<file path="src/rtl/fetch_unit_pkg.sv">
// Shared definitions for the fetch stage and the decoder: FSM encoding,
// default widths, the halt encoding and the major opcodes.
package fetch_unit_pkg;

    localparam int ADDR_W_DEF = 8;
    localparam int DATA_W_DEF = 16;
    localparam logic [DATA_W_DEF-1:0] HALT_WORD_DEF = 16'h0000;

    typedef enum logic [1:0] {
        ST_BOOT = 2'd0,
        ST_RUN  = 2'd1,
        ST_HALT = 2'd2
    } fetch_state_t;

    localparam logic [3:0] OP_RTYPE = 4'b1111;
    localparam logic [3:0] OP_ADDI  = 4'b0101;
    localparam logic [3:0] OP_LB    = 4'b0010;
    localparam logic [3:0] OP_SB    = 4'b0100;
    localparam logic [3:0] OP_ANDI  = 4'b0110;
    localparam logic [3:0] OP_BEQ   = 4'b1000;
    localparam logic [3:0] OP_BNE   = 4'b1001;
    localparam logic [3:0] OP_BGEZ  = 4'b1010;
    localparam logic [3:0] OP_BLTZ  = 4'b1011;

    function automatic logic [3:0] opcode_of(input logic [DATA_W_DEF-1:0] instr);
        return instr[DATA_W_DEF-1 -: 4];
    endfunction

endpackage

</file>
<file path="src/rtl/fetch_unit_if.sv">
// Fetch-stage bus: instruction memory, hazard/branch controls and IF/ID outputs.
interface fetch_unit_if #(
    parameter int ADDR_W = 8,
    parameter int DATA_W = 16
);
    logic [ADDR_W-1:0] IMEM_ADDR;
    logic [DATA_W-1:0] IMEM_Q;
    logic              STALL;
    logic              BR_TAKEN;
    logic [ADDR_W-1:0] BR_TARGET;
    logic [DATA_W-1:0] IR_OUT;
    logic [ADDR_W-1:0] PC_OUT;
    logic              VALID_OUT;
    logic              HALTED;

    modport master (
        output IMEM_ADDR, IR_OUT, PC_OUT, VALID_OUT, HALTED,
        input  IMEM_Q, STALL, BR_TAKEN, BR_TARGET
    );

    modport slave (
        input  IMEM_ADDR, IR_OUT, PC_OUT, VALID_OUT, HALTED,
        output IMEM_Q, STALL, BR_TAKEN, BR_TARGET
    );
endinterface

</file>
<file path="src/rtl/fetch_pc_reg.sv">
// Program counter with next-PC select: redirect beats increment beats hold.
module fetch_pc_reg #(
    parameter int                ADDR_W   = 8,
    parameter logic [ADDR_W-1:0] RESET_PC = '0
) (
    input  logic              CLK,
    input  logic              RESET,
    input  logic              pc_inc,
    input  logic              pc_redir,
    input  logic [ADDR_W-1:0] pc_target,
    output logic [ADDR_W-1:0] pc
);

    localparam logic [ADDR_W-1:0] PC_STEP = ADDR_W'(2);
    localparam logic [ADDR_W-1:0] ALIGN   = ~ADDR_W'(1);

    // Increment wraps modulo 2^ADDR_W; targets are forced halfword aligned.
    always_ff @(posedge CLK or negedge RESET) begin
        if (!RESET)
            pc <= RESET_PC & ALIGN;
        else if (pc_redir)
            pc <= pc_target & ALIGN;
        else if (pc_inc)
            pc <= pc + PC_STEP;
    end

endmodule

</file>
<file path="src/rtl/fetch_unit.sv">
// Instruction fetch: PC, IF/ID register, and the BOOT/RUN/HALT sequencer.
//   state | meaning
//   BOOT  | one idle cycle after reset while the instruction memory loads
//   RUN   | fetching one word per cycle, honouring redirect and stall
//   HALT  | stopped on the halt word; only a redirect restarts fetch
module fetch_unit
    import fetch_unit_pkg::*;
#(
    parameter int                ADDR_W    = ADDR_W_DEF,
    parameter int                DATA_W    = DATA_W_DEF,
    parameter logic [ADDR_W-1:0] RESET_PC  = '0,
    parameter logic [DATA_W-1:0] HALT_WORD = '0
) (
    input  logic          CLK,
    input  logic          RESET,
    fetch_unit_if.master  bus
);

    fetch_state_t      state, state_n;
    logic [ADDR_W-1:0] pc;
    logic [DATA_W-1:0] ir;
    logic [ADDR_W-1:0] link_pc;
    logic              valid, halted;
    logic              pc_inc, pc_redir, ld_ir, clr_valid, set_halt, clr_halt;

    fetch_pc_reg #(.ADDR_W(ADDR_W), .RESET_PC(RESET_PC)) u_pc (
        .CLK       (CLK),
        .RESET     (RESET),
        .pc_inc    (pc_inc),
        .pc_redir  (pc_redir),
        .pc_target (bus.BR_TARGET),
        .pc        (pc)
    );

    always_ff @(posedge CLK or negedge RESET) begin
        if (!RESET)
            state <= ST_BOOT;
        else
            state <= state_n;
    end

    always_comb begin
        state_n   = state;
        pc_inc    = 1'b0;
        pc_redir  = 1'b0;
        ld_ir     = 1'b0;
        clr_valid = 1'b0;
        set_halt  = 1'b0;
        clr_halt  = 1'b0;
        unique case (state)
            ST_BOOT: state_n = ST_RUN;
            ST_RUN: begin
                if (bus.BR_TAKEN) begin
                    pc_redir  = 1'b1;
                    clr_valid = 1'b1;
                end else if (bus.STALL) begin
                    state_n = ST_RUN;
                end else if (bus.IMEM_Q == HALT_WORD) begin
                    clr_valid = 1'b1;
                    set_halt  = 1'b1;
                    state_n   = ST_HALT;
                end else begin
                    ld_ir  = 1'b1;
                    pc_inc = 1'b1;
                end
            end
            ST_HALT: begin
                if (bus.BR_TAKEN) begin
                    pc_redir = 1'b1;
                    clr_halt = 1'b1;
                    state_n  = ST_RUN;
                end
            end
            default: state_n = ST_BOOT;
        endcase
    end

    always_ff @(posedge CLK or negedge RESET) begin
        if (!RESET) begin
            ir      <= '0;
            link_pc <= '0;
            valid   <= 1'b0;
            halted  <= 1'b0;
        end else begin
            if (ld_ir) begin
                ir      <= bus.IMEM_Q;
                link_pc <= pc + ADDR_W'(2);
                valid   <= 1'b1;
            end else if (clr_valid) begin
                valid   <= 1'b0;
            end
            if (set_halt)
                halted <= 1'b1;
            else if (clr_halt)
                halted <= 1'b0;
        end
    end

    assign bus.IMEM_ADDR = pc;
    assign bus.IR_OUT    = ir;
    assign bus.PC_OUT    = link_pc;
    assign bus.VALID_OUT = valid;
    assign bus.HALTED    = halted;

endmodule

</file>
<file path="src/flat_wrapper.sv">
// flat-port wrapper written by rule: the top's interface ports become plain ports
module fetch_unit_flat import fetch_unit_pkg::*;
#(
    parameter int                ADDR_W    = ADDR_W_DEF,
    parameter int                DATA_W    = DATA_W_DEF,
    parameter logic [ADDR_W-1:0] RESET_PC  = '0,
    parameter logic [DATA_W-1:0] HALT_WORD = '0
)
  (CLK, RESET, bus_IMEM_ADDR, bus_IR_OUT, bus_PC_OUT, bus_VALID_OUT, bus_HALTED, bus_IMEM_Q, bus_STALL, bus_BR_TAKEN, bus_BR_TARGET);
  fetch_unit_if #(.ADDR_W(ADDR_W), .DATA_W(DATA_W)) bus_i ();
  input  logic CLK;
  input  logic RESET;
  output wire logic [$bits(bus_i.IMEM_ADDR)-1:0] bus_IMEM_ADDR;
  output wire logic [$bits(bus_i.IR_OUT)-1:0] bus_IR_OUT;
  output wire logic [$bits(bus_i.PC_OUT)-1:0] bus_PC_OUT;
  output wire logic [$bits(bus_i.VALID_OUT)-1:0] bus_VALID_OUT;
  output wire logic [$bits(bus_i.HALTED)-1:0] bus_HALTED;
  input wire logic [$bits(bus_i.IMEM_Q)-1:0] bus_IMEM_Q;
  input wire logic [$bits(bus_i.STALL)-1:0] bus_STALL;
  input wire logic [$bits(bus_i.BR_TAKEN)-1:0] bus_BR_TAKEN;
  input wire logic [$bits(bus_i.BR_TARGET)-1:0] bus_BR_TARGET;
  assign bus_IMEM_ADDR = bus_i.IMEM_ADDR;
  assign bus_IR_OUT = bus_i.IR_OUT;
  assign bus_PC_OUT = bus_i.PC_OUT;
  assign bus_VALID_OUT = bus_i.VALID_OUT;
  assign bus_HALTED = bus_i.HALTED;
  assign bus_i.IMEM_Q = bus_IMEM_Q;
  assign bus_i.STALL = bus_STALL;
  assign bus_i.BR_TAKEN = bus_BR_TAKEN;
  assign bus_i.BR_TARGET = bus_BR_TARGET;
  fetch_unit #(.ADDR_W(ADDR_W), .DATA_W(DATA_W), .RESET_PC(RESET_PC), .HALT_WORD(HALT_WORD)) u_core (.CLK(CLK), .RESET(RESET), .bus(bus_i));
endmodule
</file>
<file path="config.mk">
export PLATFORM = sky130hd
export DESIGN_NAME = fetch_unit_flat
export DESIGN_NICKNAME = d
export VERILOG_FILES = /design/src/rtl/fetch_unit_pkg.sv /design/src/rtl/fetch_unit_if.sv /design/src/rtl/fetch_pc_reg.sv /design/src/rtl/fetch_unit.sv /design/src/flat_wrapper.sv
export SDC_FILE = /design/constraint.sdc
export NUM_CORES = 1
export LEC_CHECK = 0
export CAP_MARGIN = 20
export CORE_UTILIZATION = 40
export CTS_CLUSTER_DIAMETER = 40
export DETAILED_ROUTE_END_ITERATION = 10
export GPL_TIMING_DRIVEN = 0
export PLACE_DENSITY = 0.78
export SYNTH_ARGS = -nofsm -noshare
export SYNTH_HDL_FRONTEND = slang
export SYNTH_HIERARCHICAL = 1
export SYNTH_SLANG_ARGS = --single-unit
</file>
<file path="constraint.sdc">
create_clock -name CLK -period 2.15 [get_ports CLK]
set_input_delay 0.3225 -clock CLK [delete_from_list [all_inputs] [get_ports CLK]]
set_output_delay 0.3225 -clock CLK [all_outputs]
set_load 0.01 [all_outputs]
</file>
; ---- Yosys cells after proc, flatten, opt, wreduce, memory -nomap -nowiden
; Cells that the tools add are included.
[op_classes]
n_eq_ne = 5
n_mux = 24
n_addsub = 1
n_reduce_logical = 7
[op_table]
columns = op, n
row1 = $mux 1, 17
row2 = $logic_not 16->1, 1
row3 = $mux 8, 2
row4 = $add 8x2->8 const B, 1
row5 = $mux 2, 4
row6 = $pmux 2 s3, 1
row7 = $reduce_bool 2->1, 3
row8 = $ne 2x2->1 const B, 2
row9 = $ne 3x2->1 const B, 1
row10 = $reduce_and 3->1, 1
row11 = $eq 2x1->1 const B, 1
row12 = $eq 2x2->1 const B, 1
row13 = $logic_not 2->1, 1
row14 = $reduce_or 2->1, 1
[totals]
input_bits = 28
output_inout_bits = 34
word_cells = 43
ff_bits = 36

; ---- Logic depth before layout (Yosys ltp)
; Gate-level depths: netlist of the first run.
[depth]
word_depth = 7
mapped_depth = 9
depth_no_buf = 8

; ---- Hierarchy
; The synthesis of the first run kept the hierarchy.
[modules_own_cells]
columns = module, n_inst, cells_per_inst, area_per_inst_um2, seq_area_each_um2
row1 = fetch_unit, 1, 95, 1376.3, 700.7
row2 = fetch_pc_reg, 1, 40, 361.6, 175.2

; ---- Worst setup path after synthesis of the first run
; OpenSTA, ideal clock, no wires.
[synth_path]
path_kind = register to register
from = register u_core.state[1]
to = register u_core.u_pc.pc[7]
path_stages_with_launch = 10
setup_time_ns = 0.082
arrival_time_ns = 1.986
synth_period_minus_slack_ns = 2.068
path_slack_ns = 0.082
path_buffers = 1
required_ns = 2.068
path_cell_list = dfrtp_1 inv_1 ha_1 and2b_1 nand3b_4 buf_12 inv_1 nand4_1 or3_1 a31oi_1
[synth_between]
word_cells_on_any_way = 7
classes_between = 2 x eq/ne / 3 x mux / 2 x reduce/logical
[synth_rtl]
columns = element, line
row1 = "start, declared", fetch_unit.sv:19  ; fetch_state_t state, state_n;
row2 = "start signal, assigned", fetch_unit.sv:39  ; state <= state_n;
row3 = $eq 2x1->1, -
row4 = $mux 1, -
row5 = via u_core.ld_ir, fetch_unit.sv:24  ; logic pc_inc, pc_redir, ld_ir, clr_valid, set_halt, clr_halt;
row6 = $reduce_bool 2->1 (no source line), -
row7 = "end signal, assigned", fetch_pc_reg.sv:20  ; pc <= RESET_PC & ALIGN;
row8 = "end signal, assigned", fetch_pc_reg.sv:22  ; pc <= pc_target & ALIGN;
row9 = "end signal, assigned", fetch_pc_reg.sv:24  ; pc <= pc + PC_STEP;
row10 = "end, declared", fetch_pc_reg.sv:11  ; output logic [ADDR_W-1:0] pc
; The timed path passes the listed nets, and every way through them passes these cells.
; A chain may end at the register's enable or synchronous reset.

; ---- Worst setup path in the final report of the first run
[layout_path]
from = input port bus_IMEM_Q[10]
to = register u_core.link_pc[7] (netlist: u_core/bus.PC_OUT[7])
[layout_between]
elab_chain_cells = 5
[layout_lines]
columns = element, line
row1 = "start, declared", flat_wrapper.sv:18  ; input wire logic [$bits(bus_i.IMEM_Q)-1:0] bus_IMEM_Q;
row2 = $logic_not 16->1, fetch_unit.sv:58  ; end else if (bus.IMEM_Q == HALT_WORD) begin
row3 = $mux 1, fetch_unit.sv:58
row4 = $mux 1, fetch_unit.sv:56  ; end else if (bus.STALL) begin
row5 = $mux 1, fetch_unit.sv:53  ; if (bus.BR_TAKEN) begin
row6 = $mux 1, fetch_unit.sv:50  ; unique case (state)
row7 = "end signal, assigned", fetch_unit.sv:87  ; link_pc <= pc + ADDR_W'(2);
row8 = "end, declared", fetch_unit.sv:22  ; logic [ADDR_W-1:0] link_pc;
; Every way passes these cells.

==> summary.txt, run 1 <==
Final setup fails -> 0
Worst endpoint required time -> 2330 ps
Leakage power -> 1.17 nW
Routed WL per cell -> 16.3 um
Post-synth net total -> 169
Cell Count Post-Placement -> 244
Final Power -> 0.00358 W
DR vias/cell -> 5.14
Crit Path Max Fanout -> 10
Worst hold margin -> 102 ps
Initial Util -> 42.5%
Clk pin slew, worst setup/hold paths -> 80 ps
Routed WL -> 4230 um
GR Util All Layers -> 19.3%
Max Cap Violations -> 0
CTS sink cnt -> 35
Pre-Repair DR Iteration Count -> 4
Grt ovf -> 0
Final period util -> 96.1%
Grt met1 use -> 20.3%
Layout area overhead -> 50.0%
Die area -> 0.00461 mm2
Initial antenna violation count -> 0
Initial detailed-routing violation count -> 25
Share of layout cells above drive strength 1 -> 24.3%
Skew-Pair Late Insertion Delay -> 290 ps
CTS tree -> yes
Crit start category -> input pin
Main synth FF type -> dfrtp_1
Max clock buf depth -> 2
# DRC -> 0
Setup CP Type -> in -> reg
Synthesized flop and latch total -> 35
Ys Warns -> 6
R2R Path End -> u_core/u_pc/pc[7]
First-pass GRT wire length -> 6260 um
Cts bufs inserted -> 5
Slew margin rel. -> 48.9%
Vias in the first global route -> 1375
Yosys cell types -> 32
Die width -> 67.9 um
Met3 Usage GRT -> 5.50%
Gpl congestion -> 0.805
Worst reg2reg setup slack -> 90 ps
Register area share after synthesis -> 50.4%
Post-synth EDFFs -> 0
Mean Syn Cell Area -> 12.9 um2
Pwr dens -> 1370 mW/mm2
HPWL after detailed placement -> 2940 um
Netlist Area Pre-Place -> 0.00174 mm2
Row count -> 23
Fillers -> 322
Reg2reg start -> u_core/state[1]
Port Buffer Count -> 59
Hold crit path type -> in -> async
H-tree levels -> 2
Ys async rst share -> 100%
Core area -> 0.00409 mm2
Chip height -> 67.9 um
Status -> completed
Final cell count without fillers -> 260
Reg2Reg Depth -> 9
Hold Vio Cnt, Final -> 0
Skew final -> 6.75 ps
Hold_buf cts -> 0
# nets final -> 243
Via count -> 1336
Worst slew pin tran -> 767 ps
Worst-case vdd ir drop -> 609 uV
Largest net degree at the start of global routing -> 36
CP Capture Type -> register
Final ANT Viol Nets -> 0
Minimum clock period -> 2070 ps
I/O pin total -> 62
Design Area, Final -> 0.00261 mm2
Most used routing layer -> met2
Cell Area, Placed -> 0.00239 mm2
F_max -> 0.484 GHz
Antenna Cells -> 0
Arr. time, crit path -> 2240 ps
Root Driver -> clkbuf_8
Final max-slew violation count -> 0
M2 GR Usage -> 35.4%
Cells after synthesis -> 135
-- worst max-delay path: stages --
cell	delay, ps
clkdlybuf4s50_1	430
nor4_2	340
nand4_1	230
nand3b_4	160
buf_4	120
buf_4	160
buf_12	160
mux2_4	300
-- worst max path at each step --
| stage | from | to | slack, ps | cells after the start |
|---|---|---|---|---|
| 2_1_floorplan | u_core/state[1] | u_core/u_pc/pc[7] | 80 | 9 |
| 3_3_place_gp | bus_IMEM_Q[1] | u_core/u_pc/pc[4] | -370 | 9 |
| 3_5_place_dp | bus_IMEM_Q[0] | u_core/u_pc/pc[5] | -520 | 9 |
| 4_1_cts | u_core/state[1] | u_core/u_pc/pc[6] | 20 | 9 |
| 5_1_grt | u_core/state[1] | u_core/u_pc/pc[6] | -10 | 9 |
| 6_report | bus_IMEM_Q[10] | u_core/bus.PC_OUT[7] | 80 | 8 |
-- metal layers --
metal  vias to the layer above  wire length, um
li1                        614                -
met1                       656             1760
met2                        58             2120
met3                         8              290
met4                         0               63
met5                         -                0
-- through the flow --
| stage | setup TNS [ps] | utilization (%) | worst slack (ps) |
|---|---|---|---|
| final | 0 | 63.8 | 84.7 |
| after floorplan | 0 | - | 82.1 |
| after CTS | 0 | 62.6 | 21.0 |
| after global routing | -30.4 | 63.8 | -13.7 |
| after detailed placement | -8450 | 58.4 | -523 |
| after global placement | -5150 | 58.5 | -374 |
-- state kept, by name, indices dropped and copies added (netlist names) --
name,flops
u_core/bus.IR_OUT,16
u_core/bus.PC_OUT,8
u_core/u_pc/pc,7
u_core/state,2
u_core/bus.HALTED,1
u_core/bus.VALID_OUT,1
-- kinds of logic after synthesis --
logic type      share of synthesized area, %
other cells                            0.216
simple gates                            9.72
fa+ha+maj                               4.32
mux                                     20.7
flops                                   50.4
buf+inv                                 4.68
xor+xnor                                4.54
compound gates                          5.47
-- layout by cell type (no fill, tap or decap), types with 5 or more instances in the layout --
cell	instances
nand2_1	8
mux2_2	7
clkbuf_8	5
o21ai_0	6
mux2_4	16
xnor2_1	5
buf_4	9
ha_1	5
inv_1	6
clkdlybuf4s50_1	57
dfrtp_1	35
-- what timing repair did --
action | in CTS | in global routing
pin swaps | 1 | 7
resized for setup | 4 | 6
setup endpoints to repair | 7 | 4
gates cloned | 0 | 0
buffers inserted | 3 | 5
-- area by class of cell --
type	instances	area (um2)	share of cell area, %
plain buffers	4	51.3	1.97
clock buffers	6	72.6	2.78
clock inverters	2	60.1	2.30
inverters	8	33.8	1.30
multi-input cells	88	803	30.8
flip-flops and latches	35	876	33.6
well taps	50	62.6	2.40
repair buffers	67	648	24.9
-- synthesized netlist by cell type, types with 3 or more instances --
master   number  share of area, %
nor2_1        3              0.65
inv_1         8               1.7
xor2_1        4               2.0
xnor2_1       5               2.5
dfrtp_1      35                50
nand4_1       3               1.1
mux2_2        7               4.5
o21ai_0       8               2.3
nand2_1       8               1.7
mux2_4       16                14
mux2i_1       4               2.3
ha_1          6               4.3
nor4_1        4               1.4
-- where the power goes --
group	switching, W	internal, W
logic	0.000590	0.00103
clock network	0.000241	0.000464
registers	0.000278	0.000972
total	0.00111	0.00247
Note: power is estimated with default switching activity, not from simulation.
==> run 2: changes to the inputs <==
- CORE_MARGIN: not set -> 8
- HOLD_SLACK_MARGIN: not set -> 0.03
- PLACE_DENSITY: 0.78 -> 0.79
- SYNTH_HIERARCHICAL: 1 -> not set
==> summary.txt, run 2 <==
Post-CTS Resized -> 0 (-4)
RSZ-0062 raised after global routing -> false
Routed WL per cell -> 16.4 um (+0.81%)
Die width -> 80.8 um (+19%)
Sequential cell area -> 851 um2 (-2.9%)
Crit start category -> input pin
Initial detailed-routing violation count -> 110 (+340%)
Total setup buffers inserted after CTS -> 0 (-3)
Die area -> 0.00653 mm2 (+42%)
Pwr dens -> 1290 mW/mm2 (-6.3%)
HPWL after detailed placement -> 3150 um (+7.3%)
Final cell count without fillers -> 259 (-0.38%)
Setup CP Type -> in -> reg
Synth top area share -> 50.6% (+0.24 points)
Antenna Cells -> 0 (unchanged)
Simple-Gate Fraction of Synth Area -> 13.8% (+4.1 points)
Minimum clock period -> 2010 ps (-55.0 ps)
Mean Syn Cell Area -> 11.7 um2 (-9.4%)
Ys async rst share -> 100% (unchanged)
Hold_buf cts -> 0 (unchanged)
Skew final -> 3.42 ps (-3.33 ps)
Cells after synthesis -> 144 (+6.7%)
Skew-Pair Late Insertion Delay -> 290 ps (about the same)
Row count -> 23 (unchanged)
Arr. time, crit path -> 2180 ps (-60 ps)
Largest cells by area after synthesis -> dfrtp_1 51%, mux2_4 8.9%, o21ai_0 5.1%
Initial Util -> 41.7% (-0.82 points)
Pre-CTS setup slack -> -180 ps (+343 ps)
# nets final -> 243 (unchanged)
Main combinational cell family by area after synthesis -> simple AND/OR/NAND/NOR gates
CP Capture Type -> register
Hold crit path type -> in -> async
I/O pin total -> 62 (unchanged)
Worst slew pin tran -> 746 ps (-20.8 ps)
Share of layout cells above drive strength 1 -> 15.3% (-9.0 points)
Post-synth EDFFs -> 0 (unchanged)
First-pass GRT wire length -> 7000 um (+12%)
# DRC -> 0 (unchanged)
Grt met1 use -> 15.4% (-4.9 points)
CTS sink cnt -> 34 (-2.9%)
Leakage power -> 1.05 nW (-10%)
Layout area overhead -> 43.1%
CTS tree -> yes
Hold Vio Cnt, Final -> 0 (unchanged)
DR vias/cell -> 5.21 (+1.4%)
Fillers -> 374 (+16%)
Most used routing layer -> met2
Max clock buf depth -> 2 (unchanged)
Critical-path cell list -> clkdlybuf4s50_1, nor4_1, nand4_1, nand2_4, buf_12, mux2_4
Family with the most delay on the worst path -> simple AND/OR/NAND/NOR gates
Yosys cell types -> 33 (+3.1%)
Register area share after synthesis -> 50.6% (+0.24 points)
Most common cell after layout, fill and taps aside -> clkdlybuf4s50_1
Worst endpoint required time -> 2320 ps (about the same)
Root Driver -> clkbuf_8
Main synth FF type -> dfrtp_1
Worst reg2reg setup slack -> 270 ps (+180 ps)
XOR/XNOR Fraction of Synth Area -> 2.61% (-1.9 points)
Final Power -> 0.00309 W (-14%)
Ys Warns -> 0 (-6)
Post-synthesis mux area share -> 13.6% (-7.0 points)
Final setup margin -> 140 ps (+55.0 ps)
Core area -> 0.00403 mm2 (-1.4%)
M2 GR Usage -> 22.9% (-12 points)
Buffers & Inverters on Critical Path -> 2 (-2)
Cell Count Post-Placement -> 253 (+3.7%)
Adder-Cell Fraction of Synth Area -> 3.72% (-0.60 points)
Pre-Repair DR Iteration Count -> 4 (unchanged)
Multi-input logic area -> 752 um2 (-6.4%)
Commonest non-fill, non-tap cells in the layout -> 57 x clkdlybuf4s50_1, 34 x dfrtp_1, 17 x o21ai_0
Vias in the first global route -> 1451 (+5.5%)
Max FFs per register -> 16 (unchanged)
Largest net degree at the start of global routing -> 35 (-2.8%)
Complex-gate fraction of the synthesized area -> 10.5% (+5.0 points)
F_max -> 0.497 GHz (+2.7%)
Initial antenna violation count -> 0 (unchanged)
Final setup fails -> 0 (unchanged)
Synthesized flop and latch total -> 34 (-2.9%)
Top cells by count, synth -> 34 x dfrtp_1, 17 x o21ai_0, 11 x nand3_1
GR Util All Layers -> 13.9% (-5.4 points)
Max Cap Violations -> 0 (unchanged)
H-tree levels -> 2 (unchanged)
Worst-case vdd ir drop -> 667 uV (+9.5%)
Yosys top cell by area -> dfrtp_1
Max incr delay on CP -> 470 ps (+40 ps)
Fin Setup TNS -> 0 ps (unchanged)
Port Buffer Count -> 58 (-1.7%)
Cts bufs inserted -> 5 (unchanged)
Via count -> 1349 (+0.97%)
Final period util -> 93.5% (-2.6 points)
Final max-slew violation count -> 0 (unchanged)
Grt ovf -> 0 (unchanged)
Crit Path Max Fanout -> 10 (unchanged)
Final ANT Viol Nets -> 0 (unchanged)
Netlist Area Pre-Place -> 0.00168 mm2 (-3.3%)
Slew margin rel. -> 50.2% (+1.4 points)
Chip height -> 80.8 um (+19%)
Top-count cell post-synth -> dfrtp_1
Clk pin slew, worst setup/hold paths -> 70 ps (about the same)
Routed WL -> 4250 um (+0.43%)
Status -> completed
Worst path slowest cell -> nor4_1
Gpl congestion -> 0.782 (-2.8%)
Met3 Usage GRT -> 6.95% (+1.5 points)
## run 2: logic make-up after synthesis
| group | Yosys count |
|---|---|
| adders and majority gates | 5 |
| other | 1 |
| and+or+nand+nor | 40 |
| DFF | 34 |
| buffers and inverters | 13 |
| xor gates and xnor gates | 5 |
| muxes | 17 |
| AOI/OAI and AO/OA | 29 |
## run 2: final cells by class
cell class / instances / share of cell area (%)
clock buffers: 6 / 3.43
inverters: 4 / 0.624
well taps: 50 / 2.60
repair buffers: 58 / 23.9
flip-flops and latches: 34 / 35.4
plain buffers: 9 / 2.76
multi-input cells: 98 / 31.3
## run 2: worst register-to-register path, delay by kind of cell (launching register included)
family / cells / cell delay [ps]
fa+ha+maj: 1 / 420
simple gates: 2 / 340
buf+inv: 2 / 320
compound gates: 2 / 290
flops: 1 / 390
## run 2: stage by stage
| stage | util [%] | hold slack, ps | instance area [um2] |
|---|---|---|---|
| after CTS | 59.7 | 134 | 2400 |
| after detailed placement | 57.6 | 443 | 2320 |
| after global routing | 59.7 | 168 | 2400 |
| after global placement | 57.8 | 473 | 2330 |
| final | 59.7 | 98.7 | 2400 |
| after floorplan | - | 26.9 | 1680 |
## run 2: power breakdown
group / leakage (nW) / total, W / internal [W] / switching (W)
Sequential: 0.416 / 0.00115 / 0.000936 / 0.000217
Clock: 0.0431 / 0.000469 / 0.000247 / 0.000223
Combinational: 0.594 / 0.00147 / 0.000901 / 0.000568
## run 2: final timing paths
| kind | start | to | cells past startpoint |
|---|---|---|---|
| worst max-delay path | bus_IMEM_Q[1] | u_core.bus.IR_OUT[1] | 6 |
| worst min-delay path | RESET | u_core.bus.IR_OUT[6] | 1 |
| worst max register to register | u_core.state[0] | u_core.u_pc.pc[7] | 7 |
| worst min register to register | u_core.bus.PC_OUT[2] | u_core.bus.PC_OUT[2] | 1 |
| max in group asynchronous | RESET | u_core.state[1] | 1 |
| min in group CLK | u_core.bus.PC_OUT[2] | u_core.bus.PC_OUT[2] | 1 |
## run 2: per-layer routing
layer	share of wire, %	wire length, um	vias up
li1	-	-	654
met1	40	1700	650
met2	49	2070	38
met3	9.9	422	7
met4	1.2	49	0
met5	0	0	-
